File: src/rtl/mem_port_arbiter.sv
// ---------------------------------------------------------------------------
// mem_port_arbiter
//
// Shares one single-port, variable-latency memory between the core's
// instruction-fetch port and its data (load/store) port. One access is in
// flight at a time. Data wins contention, but after STARVE_LIMIT data grants
// that were each taken while fetch was also waiting, fetch is forced through.
// An access that sees no mem_ack within TIMEOUT busy cycles is aborted: the
// requester gets its ready pulse with zero read data, and bus_err/err_src
// report the abort for one cycle.
//
// Parameters
//   STARVE_LIMIT  consecutive contended data grants before fetch is forced
//   TIMEOUT       busy cycles without mem_ack before abort (0 = never)
//   CNT_W         timeout counter width, 2**CNT_W > TIMEOUT
//
// Ports
//   clk, rst_n                     clock, async active-low reset
//   if_req/if_addr                 fetch request (held until if_ready)
//   if_rdata/if_ready              fetched word, one-cycle completion pulse
//   d_req/d_wr/d_addr/d_wdata      data request (held until d_ready)
//   d_rdata/d_ready                load data, one-cycle completion pulse
//   mem_req/mem_wr/mem_addr/
//   mem_wdata                      memory request, stable while busy
//   mem_rdata/mem_ack              memory response
//   stall                          pipeline freeze while any port waits
//   bus_err/err_src                timeout pulse, 0 = fetch, 1 = data
// ---------------------------------------------------------------------------
module mem_port_arbiter #(
  parameter int STARVE_LIMIT = 4,
  parameter int TIMEOUT      = 255,
  parameter int CNT_W        = 8
) (
  input  logic        clk,
  input  logic        rst_n,

  input  logic        if_req,
  input  logic [31:0] if_addr,
  output logic [31:0] if_rdata,
  output logic        if_ready,

  input  logic        d_req,
  input  logic        d_wr,
  input  logic [31:0] d_addr,
  input  logic [31:0] d_wdata,
  output logic [31:0] d_rdata,
  output logic        d_ready,

  output logic        mem_req,
  output logic        mem_wr,
  output logic [31:0] mem_addr,
  output logic [31:0] mem_wdata,
  input  logic [31:0] mem_rdata,
  input  logic        mem_ack,

  output logic        stall,
  output logic        bus_err,
  output logic        err_src
);

  // Starvation counter only needs to reach STARVE_LIMIT.
  localparam int SC_W = (STARVE_LIMIT < 1) ? 1 : $clog2(STARVE_LIMIT + 1);
  localparam logic [SC_W-1:0] STARVE_MAX = STARVE_LIMIT[SC_W-1:0];

  // The counter holds the number of busy cycles already spent without ack,
  // so expiry is detected in the TIMEOUT-th busy cycle (count TIMEOUT-1).
  localparam bit TO_EN = (TIMEOUT != 0);
  localparam int TO_LAST_I = (TIMEOUT > 0) ? (TIMEOUT - 1) : 0;
  localparam logic [CNT_W-1:0] TO_LAST = TO_LAST_I[CNT_W-1:0];

  typedef enum logic [1:0] {
    IDLE   = 2'd0,
    BUSY_I = 2'd1,
    BUSY_D = 2'd2
  } state_t;

  state_t            state_q,     state_d;
  logic [SC_W-1:0]   starve_q,    starve_d;
  logic [CNT_W-1:0]  cnt_q,       cnt_d;
  logic              mem_req_q,   mem_req_d;
  logic              mem_wr_q,    mem_wr_d;
  logic [31:0]       mem_addr_q,  mem_addr_d;
  logic [31:0]       mem_wdata_q, mem_wdata_d;
  logic [31:0]       if_rdata_q,  if_rdata_d;
  logic [31:0]       d_rdata_q,   d_rdata_d;
  logic              if_ready_q,  if_ready_d;
  logic              d_ready_q,   d_ready_d;
  logic              bus_err_q,   bus_err_d;
  logic              err_src_q,   err_src_d;

  logic              if_elig;
  logic              d_elig;
  logic              busy_d_src;

  // A requester whose ready pulse is visible this cycle is still holding req
  // for the access that just finished, so it must not be re-granted yet.
  assign if_elig    = if_req & ~if_ready_q;
  assign d_elig     = d_req  & ~d_ready_q;
  assign busy_d_src = (state_q == BUSY_D);

  always_comb begin
    state_d     = state_q;
    starve_d    = starve_q;
    cnt_d       = cnt_q;
    mem_req_d   = mem_req_q;
    mem_wr_d    = mem_wr_q;
    mem_addr_d  = mem_addr_q;
    mem_wdata_d = mem_wdata_q;
    if_rdata_d  = if_rdata_q;
    d_rdata_d   = d_rdata_q;
    if_ready_d  = 1'b0;
    d_ready_d   = 1'b0;
    bus_err_d   = 1'b0;
    err_src_d   = 1'b0;

    unique case (state_q)
      IDLE: begin
        cnt_d = '0;
        // Data wins unless fetch is also waiting and has been passed over
        // STARVE_LIMIT times in a row.
        if (d_elig && (!if_elig || (starve_q < STARVE_MAX))) begin
          state_d     = BUSY_D;
          mem_req_d   = 1'b1;
          mem_wr_d    = d_wr;
          mem_addr_d  = d_addr;
          mem_wdata_d = d_wdata;
          if (if_elig) begin
            starve_d = starve_q + SC_W'(1);
          end
        end else if (if_elig) begin
          state_d     = BUSY_I;
          mem_req_d   = 1'b1;
          mem_wr_d    = 1'b0;
          mem_addr_d  = if_addr;
          mem_wdata_d = '0;
          starve_d    = '0;
        end
      end

      BUSY_I, BUSY_D: begin
        if (mem_ack) begin
          // Ack takes precedence over a simultaneous timeout expiry.
          state_d   = IDLE;
          mem_req_d = 1'b0;
          cnt_d     = '0;
          if (busy_d_src) begin
            d_ready_d = 1'b1;
            if (!mem_wr_q) begin
              d_rdata_d = mem_rdata;
            end
          end else begin
            if_ready_d = 1'b1;
            if_rdata_d = mem_rdata;
          end
        end else if (TO_EN && (cnt_q == TO_LAST)) begin
          // Abort: complete the requester with zero data and flag it.
          state_d   = IDLE;
          mem_req_d = 1'b0;
          cnt_d     = '0;
          bus_err_d = 1'b1;
          err_src_d = busy_d_src;
          if (busy_d_src) begin
            d_ready_d = 1'b1;
            d_rdata_d = '0;
          end else begin
            if_ready_d = 1'b1;
            if_rdata_d = '0;
          end
        end else if (TO_EN) begin
          cnt_d = cnt_q + CNT_W'(1);
        end
      end

      default: begin
        state_d   = IDLE;
        mem_req_d = 1'b0;
        cnt_d     = '0;
      end
    endcase
  end

  always_ff @(posedge clk or negedge rst_n) begin
    if (!rst_n) begin
      state_q     <= IDLE;
      starve_q    <= '0;
      cnt_q       <= '0;
      mem_req_q   <= 1'b0;
      mem_wr_q    <= 1'b0;
      mem_addr_q  <= '0;
      mem_wdata_q <= '0;
      if_rdata_q  <= '0;
      d_rdata_q   <= '0;
      if_ready_q  <= 1'b0;
      d_ready_q   <= 1'b0;
      bus_err_q   <= 1'b0;
      err_src_q   <= 1'b0;
    end else begin
      state_q     <= state_d;
      starve_q    <= starve_d;
      cnt_q       <= cnt_d;
      mem_req_q   <= mem_req_d;
      mem_wr_q    <= mem_wr_d;
      mem_addr_q  <= mem_addr_d;
      mem_wdata_q <= mem_wdata_d;
      if_rdata_q  <= if_rdata_d;
      d_rdata_q   <= d_rdata_d;
      if_ready_q  <= if_ready_d;
      d_ready_q   <= d_ready_d;
      bus_err_q   <= bus_err_d;
      err_src_q   <= err_src_d;
    end
  end

  assign mem_req   = mem_req_q;
  assign mem_wr    = mem_wr_q;
  assign mem_addr  = mem_addr_q;
  assign mem_wdata = mem_wdata_q;
  assign if_rdata  = if_rdata_q;
  assign if_ready  = if_ready_q;
  assign d_rdata   = d_rdata_q;
  assign d_ready   = d_ready_q;
  assign bus_err   = bus_err_q;
  assign err_src   = err_src_q;

  // Freeze the pipeline while either port has an outstanding request.
  assign stall = (if_req & ~if_ready_q) | (d_req & ~d_ready_q);

endmodule

File: config.mk
export PLATFORM = sky130hd
export DESIGN_NAME = mem_port_arbiter
export DESIGN_NICKNAME = d
export VERILOG_FILES = /design/src/rtl/mem_port_arbiter.sv
export SDC_FILE = /design/constraint.sdc
export NUM_CORES = 1
export LEC_CHECK = 0
export ABC_AREA = 1
export CAP_MARGIN = 20
export CORE_UTILIZATION = 43
export DETAILED_ROUTE_END_ITERATION = 10
export HOLD_SLACK_MARGIN = 0.12
export PLACE_DENSITY_LB_ADDON = 0.08
export RECOVER_POWER = 100
export SLEW_MARGIN = 25
export SYNTH_ARGS = -nofsm -noshare
export SYNTH_HDL_FRONTEND = slang
export SYNTH_SLANG_ARGS = --single-unit
File: constraint.sdc
create_clock -name clk -period 1.8 [get_ports clk]
set_input_delay 0.18 -clock clk [delete_from_list [all_inputs] [get_ports clk]]
set_output_delay 0.18 -clock clk [all_outputs]
set_load 0.05 [all_outputs]
==> results of run 1 <==
[sequential cells by signal (all words and copies together) (netlist names)]
signal     flops
if_rdata      32
d_rdata       32
if_ready       1
bus_err        1
err_src        1
state_q        2
mem_addr      32
d_ready        1
mem_wr         1
cnt_q          8
mem_wdata     32
mem_req        1
starve_q       3
[worst min path at each step]
stage / start / endpoint / slack, ns / cells after the start
2_1_floorplan: rst_n / bus_err / -0.12 / 0
6_report: mem_ack / d_ready / 0.27 / 5
3_5_place_dp: rst_n / d_rdata[4] / 0.16 / 1
4_1_cts: mem_ack / d_ready / 0.22 / 5
5_1_grt: mem_ack / d_ready / 0.29 / 5
3_3_place_gp: rst_n / d_rdata[4] / 0.15 / 1
[what timing repair did]
action                     CTS  global route
cloned                       0             1
setup endpoints to repair   28            62
resized for setup           28            56
hold buffers                 1             0
hold endpoints to repair    78             0
[routing by layer]
| metal | up-vias | global-route usage | wire, um |
|---|---|---|---|
| met4 | 0 | 0.127 | 597 |
| met5 | - | 0 | 0 |
| met2 | 303 | 0.430 | 9820 |
| li1 | 2820 | - | - |
| met3 | 41 | 0.0706 | 1550 |
| met1 | 2876 | 0.321 | 7730 |
[layout make-up]
| type | instances | area, um^2 |
|---|---|---|
| Clock buffer | 23 | 468 |
| Clock inverter | 9 | 153 |
| Fill cell | 1176 | 4730 |
| Inverter | 18 | 67.6 |
| Multi-Input combinational cell | 492 | 2230 |
| Sequential cell | 147 | 3680 |
| Tap cell | 180 | 225 |
| Timing Repair Buffer | 292 | 2490 |
[power by group]
group	internal, W	leakage [nW]	total (W)	switching (W)
clock	0.00239	0.293	0.00372	0.00133
combinational	0.00272	2.33	0.0107	0.00802
sequential	0.00475	1.82	0.00563	0.000879
total	0.00987	4.45	0.0201	0.0102
[per-stage QoR]
step / setup slack [ns] / instances / instance area [um^2]
global placement: 0.189 / 1127 / 9110
CTS: 0.000454 / 1160 / 9710
detailed placement: 0.0957 / 1127 / 9110
floorplan: 0.0459 / 705 / 6250
finish: 0.0248 / 1161 / 9310
global route: -0.0147 / 1161 / 9310
[synthesized netlist by cell type (all sizes together)]
master | n | share of area
nand2 | 254 | 0.15
dfrtp | 147 | 0.59
nand3 | 72 | 0.060
a21oi | 64 | 0.051
nor2 | 48 | 0.029
buf | 40 | 0.039
nand4 | 33 | 0.033
inv | 17 | 0.010
clkbuf | 9 | 0.0054
ha | 6 | 0.012
nor3 | 5 | 0.0040
xor2 | 4 | 0.0056
o21ai | 2 | 0.0016
a21boi | 1 | 0.0018
clkinv | 1 | 0.00060
nor4 | 1 | 0.0010
o21a | 1 | 0.0012
[worst reg2reg max path: stages, from the launching register on]
cell and delay, ns:
dfrtp_1 0.41, inv_1 0.07, ha_1 0.14, inv_1 0.04
nor2_1 0.11, nand2_2 0.09, nand2_2 0.13, nand3_2 0.33
nand2_1 0.15, nand2_1 0.06
[placed cells by master (no fill, tap or decap), types with 17 or more instances in the layout]
cell             synthesis  routed
nand2_1                249     249
nand4_1                 33      33
nand3_1                 71      71
dlygate4sd2_1            0      28
clkdlybuf4s50_1          0     173
clkbuf_1                 9      69
dfrtp_1                147     147
nor2_1                  47      47
clkbuf_16                0      17
a21oi_1                 64      64
[cell families after synthesis]
logic type / count (synthesis) / synth area share
buffers and inverters: 67 / 0.0555
XOR/XNOR: 4 / 0.00561
AND/OR/NAND/NOR: 413 / 0.282
flip-flops: 147 / 0.589
adder cells (fa/ha/maj): 6 / 0.0120
AO/OA/AOI/OAI: 68 / 0.0559
==> results.yml, run 1 <==
placed_design:
  io_buffers: 268
  dpl.hpwl_um: 13500
  gp_congestion: 0.830
synthesis:
  synth_fp_nets: 845
  ys_seq_elements: 147
  yosysSeqAreaShare: 0.589
  synth_warnings: 0
  ys_types: 24
  syn_area_per_cell_um2: 8.86
  synthCells: 705
  netlist_area_mm2: 0.00624
sta:
  period_needed_ns: 1.78
  fin_tns_setup_ns: 0
  setup_viol: 0
  period_share: 0.986
  max_slew_margin: 0.148
  final-max-slew-violation-count: 0
  clock_skew_ns: 0.00638
  rsz0062_at_grt: "true"
  hold_ws_ns: 0.269
  hold_viol: 0
  fmax_mhz: 563
  tightest_slew_ns: 1.28
floorplan:
  coreArea_mm2: 0.0140
  die_h_um: 122
  num_rows: 43
  initial_core_util: 0.445
  die_w_um: 122
  dieArea_mm2: 0.0150
  pin_count: 269
critical_path:
  critPathMaxFanout: 2
  path_buf_inv: 1
  worst_ep_arrival_time_ns: 1.60
  crit_type: "flop to output port"
  path_cells: "clkdlybuf4s50_1"
  r2r_setup_slack_ns: 0.14
  critical_path.startpoint_type: "flop"
  critical_path_depth: 1
  cp.required_ns: 1.62
  r2r_cells: 9
  critPathLaunch: "if_rdata[30]"
  cp_slowest_cell: "clkdlybuf4s50_1"
  crit_path_end: "if_rdata[30]"
  reg2reg_to: "if_rdata[12]"
  slowest_delay_ns: 0.82
  reg2reg_from: "cnt_q[0]"
  path_delay_family: "buffers and inverters"
  crit_path_end_kind: "output port"
global_route:
  grt_first_pass_wirelength_um: 30100
  antenna_found_initial: 0
  grt-ovfl-total: 0
  grt_pass1_vias: 5999
  track_usage: 0.263
  grt_max_degree: 53
route:
  dr.pass1.iters: 5
  drt-initial-drc-count: 461
  routedWlPerCell_um: 17.0
  vias: 6040
  antenna_left: 0
  drcViolationCount: 0
  via_per_inst: 5.20
  drt-total-wl_um: 19700
power:
  power.leakage_nw: 4.45
  power_density_mw_per_mm2: 2160
  max-vdd-ir-drop_v: 0.00102
  power.total_w: 0.0201
clock_network:
  cts-root-buf: "clkbuf_16"
  cts_made_buffers: 17
  cts_tree: "built"
  ctsHtreeMaxLevel: 4
  clk_path_buf_depth: 2
  numClockSinks: 147
  insertion_delay_ns: 0.42
  clkSlewWorstSetupHoldPaths_ns: 0.06
  cts_setup_buffers: 0
layout:
  fin_util: 0.663
  drive_gt1_frac: 0.0642
  diodes: 0
  syn_to_final_growth_pct: 49.1
  final_nets: 1108
worst_hold_path:
  hp-class: "primary input to flop"
flow_run:
  maxCapViolations: 0
status:
  status: "completed"
Power figures use the tool's default switching activity.
==> run 2, diff against run 1 <==
- CORE_ASPECT_RATIO: not set -> 0.7
- CORE_MARGIN: not set -> 5
==> run 2 against run 1 <==
Compared with the run above: via count fell by 1.8%; clock skew is 0.00059 ns higher; setup slack better by 0.0063 ns; largest cell class unchanged; flip-flop and latch count did not move; highest routed layer unchanged.
==> results.yml, run 2 (synthesized netlist as in run 1, its figures left out) <==
power:
  pwr-share-clk: 0.192
  power.leakage_nw: 4.44
  power_density_mw_per_mm2: 2170
  intPower_w: 0.00998
  max-vdd-ir-drop_v: 0.00118
  power.switching_w: 0.0102
  seq_power_share: 0.277
  p_sw_frac: 0.506
  p_comb_frac: 0.532
floorplan:
  pin_count: 269
  dieArea_mm2: 0.0171
  die_w_um: 154
  num_rows: 36
  die_h_um: 111
  coreArea_mm2: 0.0141
  initial_core_util: 0.444
critical_path:
  worst_ep_arrival_time_ns: 1.59
  cp_slowest_cell: "clkdlybuf4s50_1"
  slowest_delay_ns: 0.82
  path_cells: "clkdlybuf4s50_1"
  path_delay_family: "buffers and inverters"
  critical_path.startpoint_type: "flop"
  crit_type: "flop to output port"
  path_buf_inv: 1
  critPathMaxFanout: 2
  crit_path_end_kind: "output port"
  cp.required_ns: 1.62
layout:
  syn_to_final_growth_pct: 49.4
  final_nets: 1103
  drive_gt1_frac: 0.0625
  fin_util: 0.664
  diodes: 0
  final_common_cell: "nand2_1"
  fin_area_mm2: 0.00933
  mostFrequentLayoutCells: "nand2_1 (248), clkdlybuf4s50_1 (181), dfrtp_1 (147)"
sta:
  period_share: 0.983
  setup_viol: 0
  period_needed_ns: 1.77
  clock_skew_ns: 0.00697
  hold_viol: 0
  final-max-slew-violation-count: 0
  fin_tns_setup_ns: 0
  max_slew_margin: 0.516
  rsz0062_at_grt: "true"
  tightest_slew_ns: 0.727
  fmax_mhz: 565
clock_network:
  insertion_delay_ns: 0.41
  cts-root-buf: "clkbuf_16"
  clkSlewWorstSetupHoldPaths_ns: 0.06
  clk_path_buf_depth: 2
  cts_setup_buffers: 0
  numClockSinks: 147
  cts_made_buffers: 17
  cts_tree: "built"
  ctsHtreeMaxLevel: 4
status:
  status: "completed"
route:
  dr.pass1.iters: 5
  routedWlPerCell_um: 16.8
  antenna_left: 0
  via_per_inst: 5.09
  drt-total-wl_um: 19600
  drt-initial-drc-count: 409
  vias: 5933
  drcViolationCount: 0
placed_design:
  dpl.hpwl_um: 14000
  gp_congestion: 0.850
  place_area_mm2: 0.00909
  io_buffers: 268
global_route:
  grt_first_pass_wirelength_um: 32100
  grt-ovfl-total: 0
  antenna_found_initial: 0
  grt_pass1_vias: 6294
  grt_max_degree: 68
  track_usage: 0.230
flow_run:
  maxCapViolations: 0
worst_hold_path:
  hp-class: "primary input to flop"
-- run 2: cell types whose count changed in the layout (fill, tap and decap cells not counted), sizes merged --
cell	before	now
dlygate4sd3	1	2
nand3	73	72
clkinvlp	3	2
clkdlybuf4s50	173	181
inv	17	18
bufinv	4	5
buf	24	16
clkbuf	89	84
dlygate4sd2	28	24
clkinv	3	6
-- run 2: worst paths after layout --
path / startpoint / end / slack [ns] / depth (start not counted)
worst max-delay path: d_rdata[11] / d_rdata[11] / 0.03 / 1
worst min-delay path: d_addr[23] / mem_addr[23] / 0.32 / 3
worst max register to register: state_q[1] / mem_req / 0.11 / 6
worst min register to register: if_rdata[24] / if_rdata[24] / 0.47 / 2
max in group asynchronous: rst_n / mem_wdata[31] / 0.34 / 3
min in group asynchronous: rst_n / mem_addr[13] / 0.34 / 2
-- run 2: area by class of cell --
| cell class | instances | area (um^2) |
|---|---|---|
| Clock buffer | 19 | 443 |
| Inverter | 18 | 67.6 |
| Clock inverter | 13 | 206 |
| Timing Repair Buffer | 288 | 2470 |
| Multi-Input combinational cell | 491 | 2220 |
| Fill cell | 1172 | 4730 |
| Tap cell | 190 | 238 |
| Sequential cell | 147 | 3680 |
-- run 2: layer usage --
metal	vias up	wire length (um)	GRT usage	part of all wire
li1	2818	-	-	-
met1	2836	7890	0.288	0.40
met2	236	9450	0.369	0.48
met3	43	1740	0.0776	0.089
met4	0	556	0.0935	0.028
met5	-	0	0	0
-- run 2: per-stage QoR --
step	setup slack, ns	cells	hold WS (ns)	total power (W)
after floorplan	0.0459	705	-0.116	0.0131
after global placement	0.135	1132	0.0128	0.0172
after detailed placement	0.0717	1132	0.0125	0.0174
after CTS	0.000135	1166	0.135	0.0212
after global routing	-0.0604	1166	0.320	0.0213
final	0.0311	1166	0.317	0.0202
-- run 2: timing repair --
action / 4_1_cts / 5_1_grt
resized for setup: 24 / 55
setup endpoints to repair: 24 / 78
endpoints found under the hold margin: 149 / 0
cloned: 0 / 0
hold buffers: 2 / 0
-- run 2: power groups by stage --
stage / registers (W) / clock network [W] / logic [W]
floorplan: 0.0103 / 0 / 0.00284
global placement: 0.00557 / 0 / 0.0116
detailed placement: 0.00562 / 0 / 0.0118
CTS: 0.00560 / 0.00396 / 0.0116
global route: 0.00577 / 0.00409 / 0.0115
finish: 0.00559 / 0.00387 / 0.0107
